### src/rtl/nabp_projection_filter.sv
// Streaming FIR ramp filter: convolves each detector line with a programmable
// centred kernel (zero padded at both ends), one output per input sample.
module nabp_projection_filter #(
  parameter int kDataLength         = 8,
  parameter int kCoefLength         = 12,
  parameter int kCoefFracBits       = 10,
  parameter int kFilteredDataLength = 16,
  parameter int kTaps               = 9
) (
  input  logic                                  clk,
  input  logic                                  reset,
  input  logic                                  coef_we,
  input  logic [$clog2(kTaps)-1:0]              coef_addr,
  input  logic signed [kCoefLength-1:0]         coef_val,
  input  logic                                  in_valid,
  output logic                                  in_ready,
  input  logic [kDataLength-1:0]                in_val,
  input  logic                                  in_sol,
  input  logic                                  in_eol,
  output logic                                  out_valid,
  output logic signed [kFilteredDataLength-1:0] out_val,
  output logic                                  out_sol,
  output logic                                  out_eol,
  output logic                                  busy,
  output logic                                  line_error
);

  localparam int C   = (kTaps - 1) / 2;
  localparam int PW  = kDataLength + 1 + kCoefLength;
  localparam int SW0 = PW + $clog2(kTaps) + 1;
  localparam int SW  = (SW0 > kFilteredDataLength) ? SW0 : kFilteredDataLength + 1;
  localparam int SCW = $clog2(C + 2);
  localparam int FCW = $clog2(C + 1);
  localparam int W   = kFilteredDataLength;
  localparam logic signed [SW-1:0] kRoundBias = SW'(1) <<< (kCoefFracBits - 1);

  if ((kTaps % 2) == 0 || kTaps < 3) begin : g_bad_taps
    $error("nabp_projection_filter: kTaps=%0d must be odd and >= 3", kTaps);
  end

  typedef enum logic [1:0] {S_IDLE, S_RUN, S_FLUSH} state_t;

  state_t                        r_state, w_state_next;
  logic                          r_ready;
  logic [kDataLength-1:0]        r_delay [kTaps];
  logic signed [kCoefLength-1:0] r_coef  [kTaps];
  logic signed [PW-1:0]          r_prod  [kTaps];
  logic [SCW-1:0]                r_s;
  logic [FCW-1:0]                r_f;
  logic                          r_issue, r_iss_sol, r_iss_eol;
  logic                          r_p_valid, r_p_sol, r_p_eol;
  logic                          r_out_valid, r_out_sol, r_out_eol, r_line_error;
  logic signed [W-1:0]           r_out_val;

  logic                          w_accept, w_shift, w_clear, w_abort, w_coef_wr, w_last_flush;
  logic [kDataLength-1:0]        w_din;
  logic [SCW-1:0]                w_s_base, w_s_next;
  logic [FCW-1:0]                w_f_next;
  logic signed [SW-1:0]          w_acc, w_rnd, w_sh;
  logic signed [W-1:0]           w_sat;

  assign w_accept = in_valid && r_ready;

  always_comb begin
    w_state_next = r_state;
    w_shift      = 1'b0;
    w_clear      = 1'b0;
    w_abort      = 1'b0;
    w_coef_wr    = 1'b0;
    w_last_flush = 1'b0;
    w_din        = '0;
    w_s_base     = r_s;
    w_f_next     = r_f;
    case (r_state)
      S_IDLE: begin
        w_coef_wr = coef_we;
        if (w_accept && in_sol) begin
          w_shift      = 1'b1;
          w_clear      = 1'b1;
          w_din        = in_val;
          w_s_base     = '0;
          w_f_next     = '0;
          w_state_next = in_eol ? S_FLUSH : S_RUN;
        end
      end
      S_RUN: begin
        if (w_accept) begin
          w_shift = 1'b1;
          w_din   = in_val;
          // A fresh sol inside a line restarts the line from this sample.
          if (in_sol) begin
            w_abort  = 1'b1;
            w_clear  = 1'b1;
            w_s_base = '0;
          end
          if (in_eol) begin
            w_f_next     = '0;
            w_state_next = S_FLUSH;
          end
        end
      end
      S_FLUSH: begin
        w_shift = 1'b1;
        if (r_f == FCW'(C - 1)) begin
          w_last_flush = 1'b1;
          w_state_next = S_IDLE;
        end else begin
          w_f_next = r_f + FCW'(1);
        end
      end
      default: w_state_next = S_IDLE;
    endcase
    w_s_next = (w_s_base < SCW'(C + 1)) ? w_s_base + SCW'(1) : SCW'(C + 1);
  end

  always_comb begin
    w_acc = '0;
    for (int unsigned k = 0; k < kTaps; k++) begin
      w_acc = w_acc + SW'(r_prod[k]);
    end
    w_rnd = w_acc + kRoundBias;
    w_sh  = w_rnd >>> kCoefFracBits;
    if (w_sh[SW-1:W-1] == '0 || w_sh[SW-1:W-1] == '1) begin
      w_sat = w_sh[W-1:0];
    end else begin
      w_sat = w_sh[SW-1] ? {1'b1, {(W-1){1'b0}}} : {1'b0, {(W-1){1'b1}}};
    end
  end

  always_ff @(posedge clk) begin
    if (reset) begin
      r_state      <= S_IDLE;
      r_ready      <= 1'b0;
      r_delay      <= '{default: '0};
      r_coef       <= '{default: '0};
      r_prod       <= '{default: '0};
      r_s          <= '0;
      r_f          <= '0;
      r_issue      <= 1'b0;
      r_iss_sol    <= 1'b0;
      r_iss_eol    <= 1'b0;
      r_p_valid    <= 1'b0;
      r_p_sol      <= 1'b0;
      r_p_eol      <= 1'b0;
      r_out_valid  <= 1'b0;
      r_out_val    <= '0;
      r_out_sol    <= 1'b0;
      r_out_eol    <= 1'b0;
      r_line_error <= 1'b0;
    end else begin
      r_state      <= w_state_next;
      r_ready      <= (w_state_next != S_FLUSH);
      r_line_error <= w_abort;
      if (w_coef_wr && int'(coef_addr) < kTaps) r_coef[coef_addr] <= coef_val;
      if (w_shift) begin
        r_delay[0] <= w_din;
        for (int unsigned k = 1; k < kTaps; k++) begin
          r_delay[k] <= w_clear ? '0 : r_delay[k-1];
        end
        r_s <= w_s_next;
        r_f <= w_f_next;
      end
      // Stage 0: window issue flags travel alongside the shift.
      r_issue   <= w_shift && (w_s_next == SCW'(C + 1));
      r_iss_sol <= w_shift && (w_s_base == SCW'(C));
      r_iss_eol <= w_last_flush;
      r_p_valid <= r_issue;
      r_p_sol   <= r_iss_sol;
      r_p_eol   <= r_iss_eol;
      for (int unsigned k = 0; k < kTaps; k++) begin
        r_prod[k] <= PW'(r_coef[k]) * PW'($signed({1'b0, r_delay[k]}));
      end
      r_out_valid <= r_p_valid;
      r_out_sol   <= r_p_valid && r_p_sol;
      r_out_eol   <= r_p_valid && r_p_eol;
      r_out_val   <= r_p_valid ? w_sat : '0;
    end
  end

  assign in_ready   = r_ready;
  assign out_valid  = r_out_valid;
  assign out_val    = r_out_val;
  assign out_sol    = r_out_sol;
  assign out_eol    = r_out_eol;
  assign line_error = r_line_error;
  assign busy       = (r_state != S_IDLE) || r_issue || r_p_valid;

endmodule

### config.mk
export PLATFORM = sky130hd
export DESIGN_NAME = nabp_projection_filter
export DESIGN_NICKNAME = d
export VERILOG_FILES = /design/src/rtl/nabp_projection_filter.sv
export SDC_FILE = /design/constraint.sdc
export NUM_CORES = 2
export LEC_CHECK = 0
export ABC_AREA = 1
export CAP_MARGIN = 20
export CORE_ASPECT_RATIO = 1.2
export CORE_MARGIN = 2
export CORE_UTILIZATION = 66
export DETAILED_ROUTE_END_ITERATION = 10
export PLACE_DENSITY_LB_ADDON = 0.12
export RECOVER_POWER = 100
export SLEW_MARGIN = 20
export SYNTH_ARGS = -nofsm -noshare
export SYNTH_HDL_FRONTEND = slang
export SYNTH_SLANG_ARGS = --single-unit
export TNS_END_PERCENT = 50
### constraint.sdc
create_clock -name clk -period 5.1 [get_ports clk]
set_input_delay 1.53 -clock clk [delete_from_list [all_inputs] [get_ports clk]]
set_output_delay 1.53 -clock clk [all_outputs]
set_load 0.005 [all_outputs]
==> results_dict.tcl <==
set metrics [dict create \
    grtUsageTotal 0.369 \
    floorplan.initialDensity 0.668 \
    io-pin-count 52 \
    grt_pass1_wl_um 227000 \
    syn_to_final_growth_pct 5.53 \
    status "finished, violations left" \
    startpoint_type "register" \
    synth.avg_cell_area_sq_um 7.64 \
    clock_skew_ns 0.0204 \
    min_period_ns 4.99 \
    r2r_slack_ns 0.11 \
    worst_path_max_delay_cell "dfxtp_1" \
    clock-sinks 404 \
    ys_seq_area_frac 0.158 \
    antenna_found_initial 16 \
    utilization 0.705 \
    insertion_delay_ns 0.62 \
    stdcell_count 7651 \
    power_density_nw_per_um2 149 \
    routed_via_density 5.37 \
    dp_hpwl_um 114000 \
    dp.cells 7559 \
    ys_ff_latch 404 \
    ir_drop_mv 0.228 \
    worst_pin_slew_ns 3.03 \
    netlist_instances 6704 \
    fin_nets 7899 \
    fmaxAchievable_mhz 200 \
    hp-class "reg2reg" \
    fin_crit_sh 0.979 \
    overflow 0 \
    drt_first_iter_violations 2952 \
    root_buffer "clkbuf_16" \
    synthDistinctLibCells 39 \
    critical_path_peak_fanout 9 \
    die-area_sq_um 79800 \
    switching_share 0.301 \
    core_sq_um 76700 \
    p_int_uw 5620 \
    cts_made_buffers 47 \
    p_leak_uw 0.0316 \
    syn-num-nets 8011 \
    comb_power_share 0.110 \
    switching_power_uw 2430 \
    worstSetupPathType "reg2reg" \
    drive_gt1_frac 0.0225 \
    place_congestion 0.972 \
    drc 2 \
    die_h_um 309 \
    fin_tns_setup_ns 0 \
    path_buf_inv 2 \
    cts_buffer_depth 3 \
    critPathMaxStageDelay_ns 0.62 \
    syn_area_sq_um 51200 \
    path_common_cell "fa_1" \
    cts_tree "built" \
    port_buffers 51 \
    vias 41078 \
    hold_violations 0 \
    cp_top_family "adder cells" \
    cts_hold_buf 0 \
    worstPathArrival_ns 5.44 \
    hold-worst-slack_ns 0.410 \
    critPathRequiredTime_ns 5.54 \
    slew_headroom -1.02 \
    die_w_um 258 \
    worstPathCellList "buf_4 -> nand2_1 -> fa_1 -> fa_1 -> fa_1 -> fa_1 -> inv_1 -> ha_1 -> nand2_1 -> o21ai_0 -> nand3_1 -> nand2_1 -> nand3_1 -> nand3_1 -> nor2_1 -> nor2_2" \
    cap_violations 5 \
    ys_warn_count 0 \
    path_clk_slew_ns 0.06 \
    h-tree-depth 2 \
    grt_max_degree 76 \
    pwr-share-clk 0.450 \
    mostFrequentLayoutCells "inv_1 (1856), nand2_1 (1403), fa_1 (851), a21oi_1 (449), ha_1 (426)" \
    fp-row-count 111 \
    critPathCaptureType "register" \
    drv_slew 172 \
    p_seq_frac 0.440 \
    wl_per_cell_um 18.3 \
    violations "design-rule violations, max-capacitance violations, max-slew violations" \
    setup_viol 0 \
    drt-total-wl_um 140000 \
    drtAntennaViolNets 0 \
    layout_commonest_cell "inv_1" \
    grt_pass1_vias 42702 \
    dr.pass1.iters 9 \
]
-- cells in the mapped netlist (all sizes together) --
library cell / instances / area share
o21ai: 227 / 0.022
nor2b: 1 / 0.00012
o22ai: 1 / 0.00012
o211ai: 2 / 0.00029
and2: 5 / 0.00061
clkinv: 1 / 0.000073
a221oi: 1 / 0.00017
clkbuf: 254 / 0.019
nor2: 369 / 0.027
nand4: 13 / 0.0016
o21bai: 40 / 0.0059
inv: 1858 / 0.14
fa: 851 / 0.33
o31ai: 3 / 0.00044
a21o: 26 / 0.0038
a21oi: 449 / 0.044
a31oi: 7 / 0.00086
nor3b: 3 / 0.00044
ha: 426 / 0.10
a31o: 1 / 0.00017
xor2: 11 / 0.0019
nand3b: 8 / 0.0012
dfxtp: 404 / 0.16
o21a: 9 / 0.0013
xnor2: 37 / 0.0063
buf: 34 / 0.0032
nand2b: 1 / 0.00012
nor3: 36 / 0.0035
a211oi: 8 / 0.0013
nand2: 1404 / 0.10
nand3: 213 / 0.021
or2: 1 / 0.00012
-- tightest hold or removal path: cells and delay by family, from the launching register on --
kind                   cells  cell delay [ns]
buffers and inverters      1             0.04
AND/OR/NAND/NOR            1             0.03
flip-flops                 1             0.29
-- path summary, 6_finish.rpt --
check,start,to,depth (start not counted)
hold reg to reg,r_iss_eol,r_p_eol,2
setup / recovery,r_delay[25],r_prod[83],16
hold / removal,r_iss_eol,r_p_eol,2
setup reg to reg,r_delay[25],r_prod[83],16
-- power groups by stage --
stage / logic, uW / registers (uW) / clock network (uW)
6_report: 886 / 3540 / 3630
5_1_grt: 976 / 3550 / 3760
4_1_cts: 887 / 3530 / 3660
3_5_place_dp: 873 / 3600 / 0
3_3_place_gp: 864 / 3590 / 0
2_1_floorplan: 651 / 3370 / 0
-- sequential cells by signal (all words and copies together), names as in the netlist, 2 cells and up --
name,cells
r_f,3
r_s,3
r_prod,189
out_val,16
r_coef,108
r_delay,72
r_state,2
-- timing repair --
item / 4_1_cts / 5_1_grt
setup buffers: 0 / 0
endpoints found under the setup margin: 1 / 1
gates resized for setup: 1 / 1
pin swaps: 0 / 0
cloned: 0 / 0
-- per-stage QoR --
step	setup WS (ns)	power [uW]	instance area [sq um]
finish	0.106	8050	54000
global route	-0.0317	8280	54000
CTS	0.127	8070	54100
detailed placement	-0.0767	4470	52500
global placement	-0.0419	4460	52500
floorplan	0.918	4020	51200
-- area by class of cell --
| cell class | count | area [sq um] |
|---|---|---|
| well taps | 1017 | 1270 |
| clock buffers | 65 | 1340 |
| diodes | 5 | 12.5 |
| flip-flops and latches | 404 | 8090 |
| clock inverters | 21 | 273 |
| fillers | 6403 | 22600 |
| inverters | 1859 | 6980 |
| multi-input cells | 4153 | 35000 |
| repair buffers | 127 | 1050 |
-- routing by layer --
metal,GRT usage,part of all wire,vias up
met5,0,0.00090,-
met4,0.245,0.083,20
met3,0.0599,0.066,446
met2,0.640,0.49,1386
met1,0.422,0.36,19833
li1,-,-,19393
-- cell families (layout without fill, tap and decap cells) --
kind of cell	count (synthesis)	in the layout	synth area share
buf+inv	2147	2072	0.158
simple gates	2054	2054	0.159
other cells	0	5	0
fa+ha+maj	1277	1277	0.437
compound gates	774	774	0.0804
xor+xnor	48	48	0.00821
flops	404	404	0.158
(Power assumes the default switching activity.)
